## src/rtl/spi_pkg.sv

```systemverilog
// Shared types and constants for the SPI main controller and its sclk generator.
package spi_pkg;

    typedef enum logic [1:0] {
        StIdle,
        StSetup,
        StXfer,
        StHold
    } spi_state_e;

    // SPI modes encoded as {cpol, cpha}.
    localparam logic [1:0] SPI_MODE0 = 2'b00;
    localparam logic [1:0] SPI_MODE1 = 2'b01;
    localparam logic [1:0] SPI_MODE2 = 2'b10;
    localparam logic [1:0] SPI_MODE3 = 2'b11;

    function automatic int unsigned cs_width(input int unsigned num_cs);
        return (num_cs > 1) ? $clog2(num_cs) : 1;
    endfunction

endpackage

```

## src/rtl/spi_clk_gen.sv

```systemverilog
// sclk generator: CLK_DIV prescaler plus sclk edge counter, with one-cycle strobes
// marking the clk edge on which each sclk toggle is produced.
module spi_clk_gen import spi_pkg::*; #(
    parameter int unsigned DATA_W  = 8,
    parameter int unsigned CLK_DIV = 4
) (
    input  logic clk,
    input  logic rst_n,
    input  logic run_i,
    input  logic idle_lvl_i,
    input  logic run_lvl_i,
    output logic tick_o,
    output logic lead_stb_o,
    output logic trail_stb_o,
    output logic last_stb_o,
    output logic sclk_o
);

    localparam int unsigned DIV_W  = (CLK_DIV > 1) ? $clog2(CLK_DIV) : 1;
    localparam int unsigned EDGE_W = $clog2(2 * DATA_W + 1);
    localparam logic [DIV_W-1:0]  DIV_MAX = DIV_W'(CLK_DIV - 1);
    localparam logic [EDGE_W-1:0] EDGES   = EDGE_W'(2 * DATA_W);

    logic [DIV_W-1:0]  div_q, div_d;
    logic [EDGE_W-1:0] edge_q, edge_d;
    logic              sclk_q, sclk_d;
    logic              tick, toggle;

    always_comb begin
        tick   = run_i && (div_q == DIV_MAX);
        toggle = tick && (edge_q != EDGES);
        div_d  = '0;
        edge_d = '0;
        sclk_d = idle_lvl_i;
        if (run_i) begin
            div_d  = tick ? '0 : div_q + 1'b1;
            edge_d = toggle ? edge_q + 1'b1 : edge_q;
            // Odd edge count means sclk sits at the non-idle level.
            sclk_d = run_lvl_i ^ edge_d[0];
        end
    end

    always_ff @(posedge clk or negedge rst_n) begin
        if (!rst_n) begin
            div_q  <= '0;
            edge_q <= '0;
            sclk_q <= 1'b0;
        end else begin
            div_q  <= div_d;
            edge_q <= edge_d;
            sclk_q <= sclk_d;
        end
    end

    assign tick_o      = tick;
    assign lead_stb_o  = toggle && !edge_q[0];
    assign trail_stb_o = toggle && edge_q[0];
    assign last_stb_o  = toggle && (edge_q == EDGES - 1'b1);
    assign sclk_o      = sclk_q;

endmodule

```

## src/rtl/spi_main_ctrl.sv

```systemverilog
// SPI main controller: one DATA_W-bit full-duplex transfer per start/done handshake.
// Optional SPI_MAIN_LSB_FIRST_EN adds a per-transfer lsb_first_i bit-order select.
module spi_main_ctrl import spi_pkg::*; #(
    parameter int unsigned DATA_W  = 8,
    parameter int unsigned CLK_DIV = 4,
    parameter int unsigned NUM_CS  = 1,
    parameter int unsigned CS_W    = cs_width(NUM_CS)
) (
    input  logic              clk,
    input  logic              rst_n,
    input  logic              start_i,
    input  logic [DATA_W-1:0] tx_i,
    input  logic              cpol_i,
    input  logic              cpha_i,
    input  logic [CS_W-1:0]   cs_sel_i,
`ifdef SPI_MAIN_LSB_FIRST_EN
    input  logic              lsb_first_i,
`endif
    input  logic              miso_i,
    output logic [DATA_W-1:0] rx_o,
    output logic              busy_o,
    output logic              done_o,
    output logic              sclk_o,
    output logic              mosi_o,
    output logic [NUM_CS-1:0] cs_n_o
);

    spi_state_e        state_q;
    logic [DATA_W-1:0] tx_sh_q, rx_sh_q, rx_q;
    logic              cpol_q, cpha_q, lsb_q;
    logic              busy_q, done_q, mosi_q;
    logic [NUM_CS-1:0] cs_n_q;
    logic              lsb_in;
    logic              tick, lead_stb, trail_stb, last_stb;

`ifdef SPI_MAIN_LSB_FIRST_EN
    assign lsb_in = lsb_first_i;
`else
    assign lsb_in = 1'b0;
`endif

    function automatic logic first_bit(input logic [DATA_W-1:0] w, input logic lsb);
        return lsb ? w[0] : w[DATA_W-1];
    endfunction

    function automatic logic [DATA_W-1:0] shift_out(input logic [DATA_W-1:0] w, input logic lsb);
        return lsb ? (w >> 1) : (w << 1);
    endfunction

    function automatic logic [DATA_W-1:0] shift_in(input logic [DATA_W-1:0] w, input logic b,
                                                   input logic lsb);
        return lsb ? {b, w[DATA_W-1:1]} : {w[DATA_W-2:0], b};
    endfunction

    // Out-of-range selects leave every line deasserted.
    function automatic logic [NUM_CS-1:0] cs_decode(input logic [CS_W-1:0] sel);
        logic [NUM_CS-1:0] m;
        m = '1;
        for (int unsigned i = 0; i < NUM_CS; i++) begin
            if (32'(sel) == i) m[i] = 1'b0;
        end
        return m;
    endfunction

    spi_clk_gen #(
        .DATA_W (DATA_W),
        .CLK_DIV(CLK_DIV)
    ) u_clk_gen (
        .clk        (clk),
        .rst_n      (rst_n),
        .run_i      (state_q != StIdle),
        .idle_lvl_i (cpol_i),
        .run_lvl_i  (cpol_q),
        .tick_o     (tick),
        .lead_stb_o (lead_stb),
        .trail_stb_o(trail_stb),
        .last_stb_o (last_stb),
        .sclk_o     (sclk_o)
    );

    always_ff @(posedge clk or negedge rst_n) begin
        if (!rst_n) begin
            state_q <= StIdle;
            tx_sh_q <= '0;
            rx_sh_q <= '0;
            rx_q    <= '0;
            cpol_q  <= 1'b0;
            cpha_q  <= 1'b0;
            lsb_q   <= 1'b0;
            busy_q  <= 1'b0;
            done_q  <= 1'b0;
            mosi_q  <= 1'b0;
            cs_n_q  <= '1;
        end else begin
            done_q <= 1'b0;
            unique case (state_q)
                StIdle: begin
                    mosi_q <= 1'b0;
                    cs_n_q <= '1;
                    busy_q <= 1'b0;
                    // busy_q is still high in the done cycle, so accepts start one cycle later.
                    if (start_i && !busy_q) begin
                        state_q <= StSetup;
                        busy_q  <= 1'b1;
                        cpol_q  <= cpol_i;
                        cpha_q  <= cpha_i;
                        lsb_q   <= lsb_in;
                        cs_n_q  <= cs_decode(cs_sel_i);
                        rx_sh_q <= '0;
                        if (!cpha_i) begin
                            mosi_q  <= first_bit(tx_i, lsb_in);
                            tx_sh_q <= shift_out(tx_i, lsb_in);
                        end else begin
                            tx_sh_q <= tx_i;
                        end
                    end
                end
                StSetup, StXfer: begin
                    if (lead_stb) begin
                        state_q <= StXfer;
                        if (cpha_q) begin
                            mosi_q  <= first_bit(tx_sh_q, lsb_q);
                            tx_sh_q <= shift_out(tx_sh_q, lsb_q);
                        end else begin
                            rx_sh_q <= shift_in(rx_sh_q, miso_i, lsb_q);
                        end
                    end else if (trail_stb) begin
                        if (last_stb) state_q <= StHold;
                        if (cpha_q) begin
                            rx_sh_q <= shift_in(rx_sh_q, miso_i, lsb_q);
                        end else if (!last_stb) begin
                            mosi_q  <= first_bit(tx_sh_q, lsb_q);
                            tx_sh_q <= shift_out(tx_sh_q, lsb_q);
                        end
                    end
                end
                StHold: begin
                    if (tick) begin
                        state_q <= StIdle;
                        done_q  <= 1'b1;
                        cs_n_q  <= '1;
                        rx_q    <= rx_sh_q;
                        mosi_q  <= 1'b0;
                    end
                end
            endcase
        end
    end

    assign rx_o   = rx_q;
    assign busy_o = busy_q;
    assign done_o = done_q;
    assign mosi_o = mosi_q;
    assign cs_n_o = cs_n_q;

endmodule

```

## config.mk

```make
export PLATFORM = sky130hd
export DESIGN_NAME = spi_main_ctrl
export DESIGN_NICKNAME = d
export VERILOG_FILES = /design/src/rtl/spi_pkg.sv /design/src/rtl/spi_clk_gen.sv /design/src/rtl/spi_main_ctrl.sv
export SDC_FILE = /design/constraint.sdc
export NUM_CORES = 1
export LEC_CHECK = 0
export CORE_MARGIN = 3
export CORE_UTILIZATION = 30
export CTS_CLUSTER_SIZE = 40
export DETAILED_ROUTE_END_ITERATION = 8
export GPL_TIMING_DRIVEN = 1
export PLACE_DENSITY = 0.53
export SLEW_MARGIN = 0
export SYNTH_ARGS = -nofsm -noshare
export SYNTH_HDL_FRONTEND = slang
export SYNTH_HIERARCHICAL = 1
export SYNTH_SLANG_ARGS = --single-unit
```

## constraint.sdc

```tcl
create_clock -name clk -period 2.5 [get_ports clk]
set_input_delay 0.5 -clock clk [delete_from_list [all_inputs] [get_ports clk]]
set_output_delay 0.5 -clock clk [all_outputs]
set_load 0.01 [all_outputs]
```

* After elaboration in Yosys (flattened, before gate mapping)
Cells that the tools add are included.
** Word-level totals
- Input port bits :: 15
- Output and inout bits :: 13
- Word-level logic and storage cells :: 94
- Bits in registers :: 40
** Cells by class
- Bitwise logic cells :: 1
- Mux-type cells :: 41
- Eq/ne operators :: 16
- Reduce and logical (&&, ||, !) cells :: 20
- Add/subtract/negate cells :: 2
** Operators by type and width (count)
- 2-to-1 mux 8 bit :: 12
- one-hot mux 8 bit (2 select lines) :: 2
- inequality test 3 bit (second input constant) :: 6
- 2-to-1 mux 1 bit :: 15
- 2-to-1 mux 2 bit :: 7
- 2-to-1 mux 5 bit :: 2
- AND reduction 5 bit :: 2
- equality test 2 bit (second input constant) :: 3
- logical AND 1 bit :: 6
- inequality test 2 bit (second input constant) :: 3
- one-hot mux 2 bit (3 select lines) :: 1
- AND reduction 2 bit :: 3
- AND reduction 6 bit :: 1
- nonzero test 2 bit :: 3
- adder 5 x 1 -> 5 bit (second input constant) :: 1
- equality test 5 x 4 -> 1 bit (second input constant) :: 1
- inequality test 5 bit (second input constant) :: 1
- inequality test 4 bit (second input constant) :: 1
- AND reduction 4 bit :: 1
- one-hot mux 1 bit (3 select lines) :: 1
- adder 2 x 1 -> 2 bit (second input constant) :: 1
- equality test 2 x 1 -> 1 bit (second input constant) :: 1
- logical NOT 1 bit :: 2
- logical NOT 2 bit :: 1
- other kinds (3) :: 3

* Depth between registers and ports, before layout
Gate-level depths: netlist of the first run.
- Depth in word-level cells :: 9
- Depth in mapped cells :: 10

* Hierarchy
Netlist of the first run, hierarchy kept.
** By module, submodules not included
- spi_main_ctrl :: cells an instance 125, instances 1, area an instance 1516.5 µm²
- spi_clk_gen :: cells an instance 40, instances 1, area an instance 451.7 µm²

* Least setup slack after synthesis of the first run
OpenSTA, ideal clock, no wires.
- Path type :: flip-flop to flip-flop
- Start :: register state_q[0]
- End :: register tx_sh_q[1]
- Stages on the path, launching flop included :: 11
- Buffers on the path :: 0
- Data arrival time :: 2.206 ns
- Path slack :: 0.170 ns
- Setup time :: 0.125 ns
- Required time :: 2.375 ns
- Period minus slack after synthesis :: 2.330 ns
- Cell sequence :: dfrtp_1 > inv_1 > ha_1 > inv_2 > and2_4 > o31a_4 > ha_1 > nand2b_1 > o221a_4 > o21ai_4 > mux2_2
** Between the ends
- Word-level cells in the longest chain between the ends :: 6
** RTL lines
- start: declaration :: RTL line spi_main_ctrl.sv:28 : spi_state_e state_q;
- start signal: assignment :: RTL line spi_main_ctrl.sv:83 : state_q <= StIdle;
- start signal: assignment :: RTL line spi_main_ctrl.sv:103 : state_q <= StSetup;
- start signal: assignment :: RTL line spi_main_ctrl.sv:120 : state_q <= StXfer;
- nonzero test 2 bit (*) :: RTL line spi_main_ctrl.sv:71 : .run_i (state_q != StIdle),
- logical AND 1 bit (*) :: RTL line spi_clk_gen.sv:30 : tick = run_i && (div_q == DIV_MAX);
- named net tick :: RTL line spi_main_ctrl.sv:34 : logic tick, lead_stb, trail_stb, last_stb;
- logical AND 1 bit (*) :: RTL line spi_clk_gen.sv:31 : toggle = tick && (edge_q != EDGES);
- logical AND 1 bit (*) :: RTL line spi_clk_gen.sv:56 : assign lead_stb_o = toggle && !edge_q[0];
- named net lead_stb :: RTL line spi_main_ctrl.sv:34
- inequality test 3 bit (no source line) / 2-to-1 mux 8 bit (equally long branches)
- AND reduction 6 bit (no source line) / one-hot mux 8 bit (2 select lines) (equally long branches)
- end signal: assignment :: RTL line spi_main_ctrl.sv:112 : tx_sh_q <= shift_out(tx_i, lsb_in);
- end signal: assignment :: RTL line spi_main_ctrl.sv:114 : tx_sh_q <= tx_i;
- end signal: assignment :: RTL line spi_main_ctrl.sv:123 : tx_sh_q <= shift_out(tx_sh_q, lsb_q);
- end: declaration :: RTL line spi_main_ctrl.sv:29 : logic [DATA_W-1:0] tx_sh_q, rx_sh_q, rx_q;
The timed path passes the listed nets; every way through them passes the cells marked *.
A chain may end at the register's enable or synchronous reset.

* Final worst setup path of the first run
- Start :: register u_clk_gen.edge_q[0]
- End :: register tx_sh_q[5]
** Between the ends
- Word-level cells in the longest chain between the ends :: 5
** RTL lines
- start: declaration :: RTL line spi_clk_gen.sv:25 : logic [EDGE_W-1:0] edge_q, edge_d;
- start signal: assignment :: RTL line spi_clk_gen.sv:50 : edge_q <= edge_d;
- inequality test 5 bit :: RTL line spi_clk_gen.sv:31
- logical AND 1 bit :: RTL line spi_clk_gen.sv:31
- logical AND 1 bit (*) :: RTL line spi_clk_gen.sv:56
- named net lead_stb :: RTL line spi_main_ctrl.sv:34
- inequality test 3 bit (no source line) / 2-to-1 mux 8 bit (equally long branches)
- AND reduction 6 bit (no source line) / one-hot mux 8 bit (2 select lines) (equally long branches)
Marked as above.

==> results of run 1 <==
sequential cells by signal, summed over array words and instances, names as in the netlist:
name              cells
busy_o                1
mosi_o                1
tx_sh_q               8
cpol_q                1
rx_o                  8
cs_n_o                1
state_q               2
u_clk_gen/edge_q      5
rx_sh_q               8
u_clk_gen/sclk_o      1
u_clk_gen/div_q       2
done_o                1
cpha_q                1
final timing paths:
kind / end / cells past startpoint / slack [ps] / startpoint
max in group asynchronous: u_clk_gen/div_q[0] / 2 / 1750 / rst_n
min: tx_sh_q[6] / 1 / 100 / rst_n
min reg2reg: u_clk_gen/div_q[0] / 1 / 430 / u_clk_gen/div_q[0]
max reg2reg: tx_sh_q[5] / 9 / 150 / u_clk_gen/edge_q[0]
min in group clk: u_clk_gen/div_q[0] / 1 / 430 / u_clk_gen/div_q[0]
max: tx_sh_q[5] / 9 / 150 / u_clk_gen/edge_q[0]
kinds of logic (layout without fill, tap and decap cells):
logic type	Yosys count	in the layout	share of synthesized area (%)
AO/OA/AOI/OAI	34	34	13.5
XOR/XNOR	2	2	0.890
adder cells (fa/ha/maj)	8	8	5.09
buffers and inverters	14	52	2.80
flip-flops	40	40	50.9
multiplexers	30	30	16.6
AND/OR/NAND/NOR	37	37	10.2
power groups by stage:
stage                     Combinational [mW]  Sequential, mW  Clock (mW)
after floorplan                        0.959           0.950           0
final                                   1.32           0.938       0.539
after detailed placement                1.33           0.953           0
after CTS                               1.33           0.940       0.560
after global routing                    1.50           0.964       0.583
after global placement                  1.32           0.954           0
stage by stage:
| step | hold slack [ps] | total power, mW | area (um2) | setup WS [ps] | utilization [%] |
|---|---|---|---|---|---|
| CTS | 103 | 2.83 | 2470 | 76.9 | 40.4 |
| floorplan | 204 | 1.91 | 1970 | 170 | - |
| global placement | 428 | 2.27 | 2360 | 153 | 38.5 |
| finish | 97.9 | 2.80 | 2480 | 153 | 40.5 |
| global route | 109 | 3.05 | 2480 | 3.28 | 40.5 |
| detailed placement | 429 | 2.28 | 2360 | 86.0 | 38.5 |
routing by layer:
layer | track usage, % | share of wire, % | vias to the layer above
li1 | - | - | 663
met1 | 15.1 | 49 | 633
met2 | 15.0 | 43 | 25
met3 | 4.35 | 6.4 | 5
met4 | 3.68 | 1.3 | 0
met5 | 0 | 0 | -
area by class of cell:
class,instances,area [um2]
fillers,577,3650
flip-flops and latches,40,1000
multi-input cells,111,920
repair buffers,33,310
well taps,75,93.8
clock buffers,5,68.8
clock inverters,3,47.5
inverters,11,41.3
critical path, stage by stage (launching register included):
cell	delay, ps
dfrtp_1	410
inv_1	90
ha_1	140
nand2_1	80
o31a_4	320
ha_2	220
nand2b_1	200
o221a_4	280
o21ai_4	130
mux2_2	380
timing repair:
| item | 4_1_cts | 5_1_grt |
|---|---|---|
| setup endpoints to repair | 0 | 17 |
| endpoints found under the hold margin | 0 | 0 |
| resized for setup | 0 | 2 |
cells in the mapped netlist:
| library cell | number |
|---|---|
| dfrtp_1 | 39 |
| mux2i_1 | 9 |
| a21boi_1 | 1 |
| and2_1 | 2 |
| nand4_1 | 1 |
| nand2b_1 | 4 |
| nor2b_1 | 2 |
| o2111ai_1 | 1 |
| inv_2 | 1 |
| nor4b_1 | 1 |
| mux2_2 | 21 |
| and3b_1 | 1 |
| a21oi_2 | 1 |
| nand3_1 | 1 |
| dfstp_2 | 1 |
| xnor2_1 | 2 |
| a21bo_2 | 1 |
| clkbuf_1 | 1 |
| o21a_1 | 1 |
| nand2_1 | 18 |
| a221oi_1 | 1 |
| inv_1 | 10 |
| o21ai_4 | 1 |
| o21ai_0 | 13 |
| and2_4 | 1 |
| buf_2 | 2 |
| o31a_4 | 1 |
| nor3b_1 | 1 |
| a211oi_1 | 1 |
| and3_1 | 1 |
| a22o_1 | 8 |
| nand4b_1 | 2 |
| o221a_4 | 1 |
| a21oi_1 | 2 |
| ha_1 | 8 |
| nand3b_1 | 1 |
| a2bb2oi_1 | 1 |
| or2_2 | 1 |
==> metrics.txt, run 1 <==
internal power=1.81 mW; FF+latch count, synth=40; largest net degree at the start of global routing=27; GRT overflow=0; RSZ-0062 raised after global routing=false; Leak=1.12 nW; PwrDens=1130 nW/um2; CTS tree=built; layout cells sized above 1=23.2%; clock network fraction of total power=19.3%; wire length per cell=13.5 um; most frequent cells in the layout=39 x dfrtp_1, 26 x clkdlybuf4s50_1, 21 x mux2_2; syn_area_per_cell=11.9 um2; combinational share of power=47.2%; clock-pin transition on the worst setup and hold timing paths=80 ps; Die ar.=7570 um2; sequential power share=33.5%; Worst Hold Class=in2async; 1st-iter DRT viols=40; CP Max Fanout=8; fin. max-slew vios=0; placed cells=270; min cycle time layout=2350 ps; core area=6130 um2; Syn. warnings=6; switch share=35.3%; Antenna Violating Nets Remaining=0; worst setup path class=reg2reg; WP data required=2680 ps; HPWL after DPL=2760 um; hold buffers post-CTS=0; first-pass GRT wire length=6310 um; CTS root buffer=clkbuf_8; clk_lat worst skew=300 ps; Total Wirelength=3760 um; sequential area share after synthesis=50.9%; Fin Clk Skew=11.1 ps; Slew HR=62.9%; Vias/cell=4.77; die height=87.0 um; net count reported at finish=225; Pre-antenna DRT Iters=4; Site Rows=28; fin crit share=93.9%; most common library cell in the layout ignoring fill and taps=dfrtp_1; Mapped Nets=188; TritonCTS Buffers=5; Fin Setup TNS=0 ps; max-cap viol count=0; Residual DRC=0; routability congestion estimate=0.713; max frequency=0.426 GHz; Synth area leader=dfrtp_1; Hold Violations, Final=0; post-CTS setup repair buffer count=0; All-Layer GR Usage=10.8%; Peak VDD IR=574 uV; initial core utilization=32.1%; switching power=988 uW; H-tree lvl count=2; PortBufs=27; Netlist cell types=38; top post-synthesis cells by area=dfrtp_1 50%, mux2_2 12%, ha_1 5.1%, mux2i_1 4.6%, a22o_1 3.6%; final setup violation count=0; CP Capture Type=register; Mapped Cells=165; # diodes=0; vias in the first global route=1277; vias post-DR=1326; area delta synth->final=26.2%; Sinks on Clock Net=40; initial antenna violation count=0; Die X=87.0 um; Worst EP arrival=2530 ps; Post-Syn Area=1970 um2; clk buf depth=2; crit start category=register; top-level port count=28; Post-Layout Cell Count=278; status=complete, no violations; Synth top area share=49.6%; Worst Max-Slew Pin Slew=554 ps
(Power assumes the default switching activity.)
==> run 2: changes to the inputs <==
--- a/config.mk
+++ b/config.mk
@@ -10,7 +10,7 @@
 export CTS_CLUSTER_SIZE = 40
 export DETAILED_ROUTE_END_ITERATION = 8
 export GPL_TIMING_DRIVEN = 1
-export PLACE_DENSITY = 0.53
+export PLACE_DENSITY = 0.51
 export SLEW_MARGIN = 0
 export SYNTH_ARGS = -nofsm -noshare
 export SYNTH_HDL_FRONTEND = slang
==> constraint.sdc (replaced) <==
create_clock -name clk -period 2.2 [get_ports clk]
set_input_delay 0.44 -clock clk [delete_from_list [all_inputs] [get_ports clk]]
set_output_delay 0.44 -clock clk [all_outputs]
set_load 0.01 [all_outputs]
==> metrics.txt, run 2 (synthesized netlist as in run 1, its figures left out) <==
status=finished, violations left (was complete, no violations); failing checks=negative setup slack; crit start category=register (unchanged); CP Capture Type=register (unchanged); clk buf depth=2 (unchanged); Reg2Reg Launch Point=u_clk_gen/edge_q[0] (unchanged); Reg2Reg Setup Slack=-1 ps (was 150 ps); Total Wirelength=4450 um (was 3760 um); H-tree lvl count=2 (unchanged); 1st-iter DRT viols=37 (was 40); initial antenna violation count=0 (unchanged); final setup violation count=1 (was 0); CTS root buffer=clkbuf_8 (unchanged); max-cap viol count=0 (unchanged); Slew HR=72.7% (was 62.9%); hold path start=u_clk_gen/div_q[0]; All-Layer GR Usage=13.1% (was 10.8%); GRT overflow=0 (unchanged); Fin Clk Skew=8.69 ps (was 11.1 ps); fin crit share=100% (was 93.9%); fin. max-slew vios=0 (unchanged); WP data required=2380 ps (was 2680 ps); worst setup path class=reg2reg (unchanged); Worst Reg-to-Reg Cells=9 (unchanged); core area=6130 um2 (unchanged); Vias/cell=4.85 (was 4.77); Residual DRC=0 (unchanged); layout cells sized above 1=35.9% (was 23.2%); min cycle time layout=2200 ps (was 2350 ps); wire length per cell=14.9 um (was 13.5 um); CTS tree=built (unchanged); top-level port count=28 (unchanged); Setup WS pre-CTS=-122 ps (was 86.0 ps); Worst EP arrival=2380 ps (was 2530 ps); first-pass GRT wire length=7590 um (was 6310 um); max frequency=0.454 GHz (was 0.426 GHz); HPWL after DPL=3020 um (was 2760 um); vias in the first global route=1583 (was 1277); area delta synth->final=40.2% (was 26.2%); clk_lat worst skew=300 ps (about the same); Fin Setup TNS=-1.03 ps (was 0 ps); Peak VDD IR=552 uV (was 574 uV); placed cells=282 (was 270); largest net degree at the start of global routing=24 (was 27); PwrDens=1340 nW/um2 (was 1130 nW/um2); CP Max Fanout=8 (unchanged); most common library cell in the layout ignoring fill and taps=dfrtp_1 (unchanged); Final Cell Area=2760 um2 (was 2480 um2); routability congestion estimate=0.725 (was 0.713); Post-Layout Cell Count=298 (was 278); vias post-DR=1445 (was 1326); clock-pin transition on the worst setup and hold timing paths=80 ps (about the same); Die ar.=7570 um2 (unchanged); Crit Reg-Reg Endpoint=tx_sh_q[7] (was tx_sh_q[5]); Site Rows=28 (unchanged); Antenna Violating Nets Remaining=0 (unchanged); Worst Max-Slew Pin Slew=409 ps (was 554 ps); net count reported at finish=245 (was 225); initial core utilization=32.1% (unchanged); most frequent cells in the layout=39 x dfrtp_1, 26 x clkdlybuf4s50_1, 24 x buf_4 (was 39 x dfrtp_1, 26 x clkdlybuf4s50_1, 21 x mux2_2); Hold Violations, Final=0 (unchanged); TritonCTS Buffers=5 (unchanged); Leak=1.26 nW (was 1.12 nW); fill cell count=583 (was 577); # diodes=0 (unchanged); DP Area=2470 um2 (was 2360 um2); Sinks on Clock Net=40 (unchanged); RSZ-0062 raised after global routing=true (was false); PortBufs=27 (unchanged); Hold Path Depth=1; Pre-antenna DRT Iters=4 (unchanged); Die X=87.0 um (unchanged); worst setup margin=-1.03 ps (was 153 ps); Final Util=45.0% (was 40.5%); Worst Hold Class=reg2reg (was in2async); hold path endpoint=u_clk_gen/div_q[0]; die height=87.0 um (unchanged)
==> run 2: changes by cell type in the layout (fill, tap and decap cells not counted), sizes merged <==
cell,previous run,this run
dlygate4sd3,0,1
buf,7,26
==> run 2: how the worst max path moves through the flow <==
stage	slack, ps	to	from
6_report	-1	tx_sh_q[7]	u_clk_gen/edge_q[0]
5_1_grt	-70	tx_sh_q[7]	u_clk_gen/edge_q[0]
2_1_floorplan	-7	tx_sh_q[1]	state_q[0]
3_3_place_gp	-30	tx_sh_q[5]	u_clk_gen/edge_q[0]
4_1_cts	-10	tx_sh_q[6]	u_clk_gen/edge_q[0]
3_5_place_dp	-120	tx_sh_q[2]	u_clk_gen/edge_q[0]
==> run 2: metrics by stage <==
stage | total power, mW | hold slack (ps)
final | 3.69 | 456
after global routing | 3.99 | 480
after CTS | 3.60 | 453
after detailed placement | 2.75 | 318
after global placement | 2.69 | 309
after floorplan | 2.22 | 144
==> run 2: area by class of cell <==
cell class	instances	area (um2)	area share, %
clock buffers	5	68.8	2.49
clock inverters	3	47.5	1.72
flip-flops and latches	40	1000	36.3
multi-input cells	111	1040	37.6
repair buffers	53	467	16.9
inverters	11	41.3	1.50
well taps	75	93.8	3.40
==> run 2: routing by layer <==
layer  track usage [%]  up-vias  routed length (um)
met5                 0        -                   0
met4              4.82        0                  72
met3              3.97        9                 175
met2              21.6       22                2310
met1              16.0      714                1900
li1                  -      700                   -
==> run 2: critical path, cell delays in order (launching register included) <==
cell	delay, ps
dfrtp_1	410
inv_2	90
ha_4	140
nand2_4	50
o31a_4	310
ha_4	190
nand2b_4	150
o221a_4	240
o21ai_4	160
mux2_4	340
==> run 2: what timing repair did <==
action,CTS,global route
pin swaps,7,4
hold endpoints to repair,9,0
gates resized for setup,18,8
setup buffers,3,5
endpoints found under the setup margin,16,17
hold buffers,1,0
==> run 2: report_power, final <==
group	total (mW)	internal (mW)	switching [mW]
clock	0.613	0.342	0.272
sequential	1.09	0.948	0.137
combinational	1.99	1.08	0.902
==> run 3: changes to the inputs <==
--- a/config.mk
+++ b/config.mk
@@ -5,11 +5,13 @@
 export SDC_FILE = /design/constraint.sdc
 export NUM_CORES = 1
 export LEC_CHECK = 0
+export CORE_ASPECT_RATIO = 1.75
 export CORE_MARGIN = 3
 export CORE_UTILIZATION = 30
 export CTS_CLUSTER_SIZE = 40
 export DETAILED_ROUTE_END_ITERATION = 8
 export GPL_TIMING_DRIVEN = 1
+export MAX_ROUTING_LAYER = met4
 export PLACE_DENSITY = 0.51
 export SLEW_MARGIN = 0
 export SYNTH_ARGS = -nofsm -noshare
==> metrics.txt, run 3 (synthesized netlist as in run 1, its figures left out) <==
CTS tree=built (unchanged); Reg2Reg Launch Point=u_clk_gen/edge_q[0] (unchanged); area delta synth->final=38.3% (was 40.2%); Residual DRC=0 (unchanged); clk buf depth=2 (unchanged); initial antenna violation count=0 (unchanged); Site Rows=38 (was 28); core area=6280 um2 (was 6130 um2); most used cell, CP=ha_4 (unchanged); top-level port count=28 (unchanged); CP Capture Type=register (unchanged); layout cells sized above 1=35.2% (was 35.9%); Fin Setup TNS=0 ps (was -1.03 ps); initial core utilization=31.4% (was 32.1%); clock-pin transition on the worst setup and hold timing paths=80 ps (about the same); Slew HR=63.9% (was 72.7%); Worst Hold Class=in2async (was reg2reg); fill cell count=627 (was 583); GRT overflow=0 (unchanged); Final Util=43.4% (was 45.0%); most common library cell in the layout ignoring fill and taps=dfrtp_1 (unchanged); PortBufs=27 (unchanged); Worst Max-Slew Pin Slew=539 ps (was 409 ps); max frequency=0.457 GHz (was 0.454 GHz); most frequent cells in the layout=39 x dfrtp_1, 26 x clkdlybuf4s50_1, 23 x buf_4 (was 39 x dfrtp_1, 26 x clkdlybuf4s50_1, 24 x buf_4); HPWL after DPL=3050 um (was 3020 um); CP max-delay cell=dfrtp_1 (unchanged); hold buffers post-CTS=0 (was 1); min cycle time layout=2190 ps (was 2200 ps); CP Max Fanout=8 (unchanged); fin. max-slew vios=0 (unchanged); TritonCTS Buffers=5 (unchanged); Hold Violations, Final=0 (unchanged); 1st-iter DRT viols=45 (was 37); Storage cell area=1000 um2 (unchanged); # diodes=0 (unchanged); final setup violation count=0 (was 1); vias post-DR=1450 (was 1445); Peak VDD IR=576 uV (was 552 uV); Total Wirelength=4470 um (was 4450 um); critical path launch point=u_clk_gen/edge_q[0] (unchanged); Vias/cell=4.85 (about the same); Worst Path Buf+Inv=1 (unchanged); crit start category=register (unchanged); Antenna Violating Nets Remaining=0 (unchanged); CTS root buffer=clkbuf_8 (unchanged); routability congestion estimate=0.711 (was 0.725); Pre-antenna DRT Iters=4 (unchanged); All-Layer GR Usage=13.1% (about the same); CP delay by family, top=compound AO/OA/AOI/OAI gates (unchanged); Sinks on Clock Net=40 (unchanged); RSZ-0062 raised after global routing=true (unchanged); clk_lat worst skew=290 ps (was 300 ps); net count reported at finish=242 (was 245); H-tree lvl count=2 (unchanged); worst path cell trace=inv_2 -> ha_4 -> nand2_4 -> o31a_4 -> ha_4 -> nand2b_4 -> o221a_4 -> o21ai_4 -> mux2_4 (unchanged); fin crit share=99.4% (was 100%); Die ar.=7610 um2 (was 7570 um2); wire length per cell=14.9 um (about the same); largest net degree at the start of global routing=41 (was 24); worst hold slack=208 ps (was 456 ps); Worst EP arrival=2370 ps (was 2380 ps); WP data required=2380 ps (about the same); worst setup path class=reg2reg (unchanged); Die X=67.2 um (was 87.0 um); vias in the first global route=1574 (was 1583); Leak=1.24 nW (was 1.26 nW); max-cap viol count=0 (unchanged); multi-input logic area=1060 um2 (was 1040 um2); max incr delay on CP=390 ps (was 410 ps); status=complete, no violations (was finished, violations left); PwrDens=1320 nW/um2 (was 1340 nW/um2); die height=113 um (was 87.0 um); Fin Clk Skew=4.57 ps (was 8.69 ps); first-pass GRT wire length=7400 um (was 7590 um)
-- run 3: cell types whose count changed in the layout (fill, tap and decap cells not counted), moves of 2 or more --
| cell | previous run | this run |
|---|---|---|
| inv_2 | 5 | 3 |
| clkinv_4 | 2 | 0 |
| mux2_4 | 7 | 9 |
| mux2_2 | 14 | 12 |
| inv_1 | 6 | 8 |
-- run 3: power by group --
part | switching, mW | internal [mW] | total [mW]
logic | 0.923 | 1.12 | 2.05
clock network | 0.251 | 0.215 | 0.466
registers | 0.132 | 0.948 | 1.08
-- run 3: area by class of cell --
class	count	share of cell area [%]
repair buffers	50	16.1
clock inverters	2	0.460
flip-flops and latches	40	36.8
well taps	80	3.68
clock buffers	5	2.53
multi-input cells	111	38.9
inverters	11	1.52
-- run 3: repair_timing --
action,in CTS,in global routing
gates resized for setup,15,13
buffers inserted,3,1
endpoints found under the setup margin,10,19
cloned,0,0
pin swaps,5,5
-- run 3: metrics by stage --
stage	cells	setup slack (ps)	cell area [um2]	total power [mW]
floorplan	165	-6.72	1990	2.22
global placement	288	-18.2	2480	2.76
detailed placement	288	-117	2480	2.81
CTS	298	3.41	2650	3.50
global route	299	-74.8	2720	3.87
finish	299	12.7	2720	3.59
-- run 3: final timing paths --
kind | endpoint | slack, ps | depth (start not counted)
setup / recovery | tx_sh_q[6] | 10 | 9
hold / removal | state_q[1] | 210 | 2
setup reg to reg | tx_sh_q[6] | 10 | 9
hold reg to reg | u_clk_gen/div_q[0] | 440 | 1
max in group asynchronous | cs_n_o | 1630 | 2
min in group clk | u_clk_gen/div_q[0] | 440 | 1
-- run 3: layer usage --
metal	vias up	global-route usage [%]	share of wire [%]
met1	725	13.7	38
met3	6	2.38	3.8
met4	0	5.15	1.8
met5	-	-	0
li1	691	-	-
met2	28	23.5	56
